`config.mk`:
```
export PLATFORM = sky130hd
export DESIGN_NAME = parity_serializer
export DESIGN_NICKNAME = d
export VERILOG_FILES = /design/src/rtl/parity_pkg.sv /design/src/rtl/sat_counter.sv /design/src/rtl/parity_serializer.sv
export SDC_FILE = /design/constraint.sdc
export NUM_CORES = 1
export LEC_CHECK = 0
export BUFFER_PORTS_ARGS = -buffer_cell sky130_fd_sc_hd__buf_4
export CAP_MARGIN = 10
export CORE_UTILIZATION = 58
export CTS_CLUSTER_DIAMETER = 30
export CTS_CLUSTER_SIZE = 25
export DETAILED_ROUTE_END_ITERATION = 8
export PLACE_DENSITY = 0.82
export SETUP_SLACK_MARGIN = 0.05
export SLEW_MARGIN = 20
export SYNTH_ARGS = -nofsm -noshare
export SYNTH_HDL_FRONTEND = slang
export SYNTH_HIERARCHICAL = 1
export SYNTH_SLANG_ARGS = --single-unit
```
`constraint.sdc`:
```
create_clock -name clk -period 4.8 [get_ports clk]
set_input_delay 0.96 -clock clk [delete_from_list [all_inputs] [get_ports clk]]
set_output_delay 0.96 -clock clk [all_outputs]
set_load 0.02 [all_outputs]
```
`src/rtl/parity_pkg.sv`:
```
// Shared types and default sizes for the parity serializer datapath.
package parity_pkg;

  typedef enum logic [1:0] {
    IDLE  = 2'd0,
    SHIFT = 2'd1,
    DONE  = 2'd2
  } state_t;

  localparam int DEF_WIDTH     = 4;
  localparam int DEF_CNT_WIDTH = 8;

endpackage

```
`src/rtl/sat_counter.sv`:
```
// Saturating up-counter with synchronous clear; clear wins over increment.
module sat_counter
  import parity_pkg::*;
#(
  parameter int CNT_WIDTH = DEF_CNT_WIDTH
) (
  input  logic                 clk,
  input  logic                 rst_n,
  input  logic                 inc,
  input  logic                 clr,
  output logic [CNT_WIDTH-1:0] count
);

  localparam logic [CNT_WIDTH-1:0] CNT_MAX = '1;
  localparam logic [CNT_WIDTH-1:0] CNT_ONE = CNT_WIDTH'(1);

  // NOTE: sequential state uses non-blocking assignments so every register
  // samples its inputs as they were before the edge, independent of order.
  always_ff @(posedge clk or negedge rst_n) begin
    if (!rst_n) begin
      count <= '0;
    end else if (clr) begin
      count <= '0;
    end else if (inc && (count != CNT_MAX)) begin
      count <= count + CNT_ONE;
    end
  end

endmodule

```
`src/rtl/parity_serializer.sv`:
```
// Captures a word, shifts it out LSB-first, reports its XOR parity and
// keeps a saturating count of odd-parity words.
module parity_serializer
  import parity_pkg::*;
#(
  parameter int WIDTH     = DEF_WIDTH,
  parameter int CNT_WIDTH = DEF_CNT_WIDTH
) (
  input  logic                 clk,
  input  logic                 rst_n,
  input  logic [WIDTH-1:0]     data_in,
  input  logic                 load,
  input  logic                 clear_count,
  output logic                 busy,
  output logic                 serial_out,
  output logic                 serial_valid,
  output logic                 parity_out,
  output logic                 done,
  output logic [CNT_WIDTH-1:0] odd_count
);

  localparam int                BIT_CW   = $clog2(WIDTH + 1);
  localparam logic [BIT_CW-1:0] LAST_BIT = BIT_CW'(WIDTH - 1);
  localparam logic [BIT_CW-1:0] BIT_ONE  = BIT_CW'(1);

  state_t              state;
  logic [WIDTH-1:0]    shreg;
  logic [BIT_CW-1:0]   bit_cnt;
  logic                par_acc;
  logic                count_inc;

  always_ff @(posedge clk or negedge rst_n) begin
    if (!rst_n) begin
      state      <= IDLE;
      shreg      <= '0;
      bit_cnt    <= '0;
      par_acc    <= 1'b0;
      parity_out <= 1'b0;
    end else begin
      case (state)
        IDLE: begin
          if (load) begin
            shreg   <= data_in;
            bit_cnt <= '0;
            par_acc <= 1'b0;
            state   <= SHIFT;
          end
        end
        SHIFT: begin
          par_acc <= par_acc ^ shreg[0];
          shreg   <= shreg >> 1;
          bit_cnt <= bit_cnt + BIT_ONE;
          // The final bit folds straight into parity_out so it is valid in DONE.
          if (bit_cnt == LAST_BIT) begin
            state      <= DONE;
            parity_out <= par_acc ^ shreg[0];
          end
        end
        DONE: begin
          state <= IDLE;
        end
        default: begin
          state <= IDLE;
        end
      endcase
    end
  end

  // NOTE: every output of this always_comb gets a default first, so no path
  // leaves a signal unassigned and no latch is inferred.
  always_comb begin
    busy         = 1'b0;
    serial_out   = 1'b0;
    serial_valid = 1'b0;
    done         = 1'b0;
    case (state)
      SHIFT: begin
        busy         = 1'b1;
        serial_valid = 1'b1;
        serial_out   = shreg[0];
      end
      DONE: begin
        busy = 1'b1;
        done = 1'b1;
      end
      default: ;
    endcase
  end

  // The count advances on the edge leaving DONE, using the parity just latched.
  assign count_inc = (state == DONE) && parity_out;

  sat_counter #(
    .CNT_WIDTH (CNT_WIDTH)
  ) u_odd_counter (
    .clk   (clk),
    .rst_n (rst_n),
    .inc   (count_inc),
    .clr   (clear_count),
    .count (odd_count)
  );

endmodule
```
**Word level (Yosys, flattened, before mapping)**

Index checks and enable logic that the tools add are counted.

- Output and inout bits: 13
- Input port bits: 8
- Bits in registers: 19
- Word-level logic and storage cells: 39

- Mux-type cells: 15
- Bitwise operators: 1
- Reductions and logical operators: 9
- Add/sub/neg operators: 2
- Equality and inequality tests: 6

Operators by type and width:

| operator | count |
|---|---|
| two-way mux 8 bit | 2 |
| adder 8 x 1 -> 8 bit, second input constant | 1 |
| != test 8 bit, second input constant | 1 |
| one-hot mux 4 bit (2 select lines) | 1 |
| one-hot mux 3 bit (2 select lines) | 1 |
| AND reduction 2 bit | 3 |
| two-way mux 1 bit | 5 |
| two-way mux 2 bit | 2 |
| two-way mux 4 bit | 1 |
| != test 2 bit, second input constant | 2 |
| one-hot mux 2 bit (2 select lines) | 1 |
| nonzero test 2 bit | 2 |
| adder 3 x 1 -> 3 bit, second input constant | 1 |
| == test 3 x 2 -> 1 bit, second input constant | 1 |
| two-way mux 3 bit | 1 |
| == test 2 x 1 -> 1 bit, second input constant | 1 |
| == test 2 bit, second input constant | 1 |
| logical AND 1 bit | 2 |
| logical NOT 2 bit | 1 |
| one-hot mux 1 bit (2 select lines) | 1 |
| OR reduction 2 bit | 1 |
| XOR 1 bit | 1 |

**Longest topological paths before layout**

- Word-level depth: 5
- Gate-level depth with buffers: 7

**Hierarchy**

The synthesis kept the hierarchy.

By module, submodules not included:

| module | area an instance (um2) | cells each | times used | sequential area each (um2) |
|---|---|---|---|---|
| parity_serializer | 649.4 | 62 | 1 | 275.3 |
| sat_counter | 464.2 | 49 | 1 | 200.2 |

**Least setup slack after synthesis**

OpenSTA, ideal clock, no wires.

- Kind: reg2out
- From: register state[1]
- To: output port serial_out
- Slack: 2,624 ps
- Path buffers: 1
- Data arrival time: 1,216 ps
- Cell stages (with the launch flop): 5
- Cells stage by stage: dfrtp_1 inv_1 ha_1 buf_4 and2_1

- Word-level cells in the longest chain between the ends: 2

Ends and longest elaborated chain:

| item | RTL line | RTL |
|---|---|---|
| from (decl) | parity_serializer.sv:26 | `state_t state;` |
| from (signal assigned) | parity_serializer.sv:34 | `state <= IDLE;` |
| from (signal assigned) | parity_serializer.sv:46 | `state <= SHIFT;` |
| from (signal assigned) | parity_serializer.sv:55 | `state <= DONE;` |
| == test 2 x 1 -> 1 bit | parity_serializer.sv:76 | `case (state)` |
| two-way mux 1 bit | parity_serializer.sv:76 |  |
| to (decl) | parity_serializer.sv:15 | `output logic serial_out,` |

Every way passes these cells.

**Worst setup path after layout**

Ends and elaborated chain as after synthesis.

==> metrics.csv <==
metric,value,unit
ys_top_cells_by_area,"dfrtp_1, ha_1, nor2b_1",
critPathLaunchType,register,
synthCells,111,
cts_setup_buffers,0,
place_hpwl,1590,um
yosysTopAreaCell,dfrtp_1,
setup_violations,0,
cpPeakStageDelay,0.44,ns
fin_nets,147,
path_class,reg -> out,
route.detailed.drc,0,
netlist-cell-type-count,39,
grt_max_degree,20,
critical_path.top_delay_family,adder cells,
ys_async_sr_fraction,100,%
overflow,0,
hold_viol,0,
slew_headroom,70.2,%
netlist.area_leader.share,42.7,%
worst_path_max_delay_cell,ha_1,
start_util,63.1,%
arrival,1.59,ns
cts_root_buffer,clkbuf_4,
worstMarginPinSlew,0.436,ns
globalRouteTotalUtil,24.0,%
antenna_found_initial,0,
status,"complete, no violations",
routed_wl,2180,um
cts_buffers,3,
insertion_delay,0.30,ns
synth-edff-count,0,
syn_nets,126,
clk_path_buf_depth,2,
dieHeight,45.8,um
synth_seq_area_share,42.7,%
path_max_fanout,15,
grt_pass1_vias,786,
worst-path-buf-inv,2,
vdd.ir_drop.worst,0.387,mV
drt-vias-per-instance,5.87,
yosysWarnings,6,
route.vias.total,915,
cts_resized,0,
cts_hold_buf,0,
final_area,1300,sq um
hold_ws,0.497,ns
drive_gt1_share,22.9,%
avgSynthCellArea,10.0,sq um
io_pins,21,
area_growth,16.5,%
synthFlopType,dfrtp_1,
min_period,2.55,ns
grt_pass1_wl,3530,um
cp-end-kind,output port,
skew,0.00628,ns
period_share,53.2,%
path_clk_slew,0.11,ns
p_leak,0.600,nW
drt_iter0_markers,21,
cts_tree,yes,
maxCapViolations,0,
syn_area,1110,sq um
synth_most_common_cell,dfrtp_1,
place_congestion,0.786,
core_area,1760,sq um
crit_chain,inv_1 > ha_1 > and2_1 > buf_4,
die-area,2100,sq um
placed_area,1270,sq um
required,3.84,ns
dr.pass1.iters,4,
powerDensity,462,nW/um^2
rsz0062_at_grt,false,
wl_per_cell,13.9,um
htree_levels,1,
rows,15,
drv_slew,0,
port_buffers,20,
ys_ff_latch,19,
fmax,0.392,GHz
ys_top_cells_by_count,"dfrtp_1, ha_1, nor2b_1",
min-delay-path-class,reg -> reg,
n_antenna_cell,0,
cts_sinks,19,
drtAntennaViolNets,0,
tns,0,ns
die_w,45.8,um
==> final timing paths <==
path                                             start                            endpoint  slack (ns)  depth (start not counted)
worst max-delay path              state[1]$_DFFE_PN0P_                          serial_out        2.25                          4
worst min-delay path            bit_cnt[2]$_DFFE_PN0P_              bit_cnt[2]$_DFFE_PN0P_        0.50                          2
worst max register to register    state[0]$_DFFE_PN0P_  u_odd_counter/count[5]$_DFFE_PN0P_        2.89                          6
worst min register to register  bit_cnt[2]$_DFFE_PN0P_              bit_cnt[2]$_DFFE_PN0P_        0.50                          2
max in group asynchronous                        rst_n                 par_acc$_DFFE_PN0P_        4.09                          1
min in group asynchronous                        rst_n  u_odd_counter/count[2]$_DFFE_PN0P_        0.51                          1
==> cells in the final DEF, fill, tap and decap left out, drive strengths merged, types with 2 or more instances in the layout <==
cell type and instances:
clkbuf 4, a221o 3, o21ai 6, nor2 4
inv 5, nand2b 6, nor2b 9, nand3 6
a21oi 6, ha 7, mux2 3, nor3 4
and4 2, nand2 5, mux2i 2, and2 2
buf 20, a31oi 3, dfrtp 19
==> state kept, by name (all words and copies together) (netlist names) <==
register and count:
u_odd_counter/count 8, shreg 4, bit_cnt 3, state 2
par_acc 1, parity_out 1
==> final cells by class <==
type                            count  area [sq um]
Clock buffer                        4          26.3
Tap cell                           25          31.3
Multi-Input combinational cell     83           596
Sequential cell                    19           475
Inverter                            5          18.8
Timing Repair Buffer               20           150
Fill cell                         142           467
==> metrics by stage <==
step | setup slack [ns] | instances | power [mW] | utilization (%)
3_3_place_gp | 2.64 | 152 | 0.507 | 72.1
5_1_grt | 2.13 | 156 | 0.647 | 73.5
4_1_cts | 2.24 | 156 | 0.604 | 73.5
2_1_floorplan | 2.62 | 111 | 0.450 | -
6_report | 2.25 | 156 | 0.599 | 73.5
3_5_place_dp | 2.59 | 152 | 0.523 | 72.1
==> metal layers <==
| metal | vias to the layer above | GRT usage (%) | share of wire, % |
|---|---|---|---|
| met1 | 440 | 33.8 | 48 |
| met3 | 4 | 3.57 | 3.5 |
| li1 | 447 | - | - |
| met2 | 24 | 36.3 | 47 |
| met5 | - | 0 | 0 |
| met4 | 0 | 10.6 | 2.0 |
==> power by group <==
group	internal [mW]	switching [mW]	leakage, nW
combinational	0.131	0.147	0.332
clock	0.0323	0.0495	0.0150
sequential	0.201	0.0378	0.253
==> worst register-to-register path: stages, from the launching register on <==
cell and delay [ns]:
dfrtp_1 0.43, inv_1 0.11, ha_1 0.17, and2_1 0.30
nand3_1 0.20, a2111oi_0 0.48, nor3b_1 0.11
==> logic make-up (layout without fill, tap and decap cells) <==
| group | Yosys count | in the layout | synth area share (%) |
|---|---|---|---|
| xor+xnor | 1 | 1 | 0.787 |
| mux | 5 | 5 | 4.83 |
| flops | 19 | 19 | 42.7 |
| fa+ha+maj | 7 | 7 | 7.86 |
| simple gates | 46 | 46 | 25.7 |
| compound gates | 24 | 24 | 14.3 |
| buf+inv | 9 | 29 | 3.82 |
Note: power is estimated with default switching activity, not from simulation.
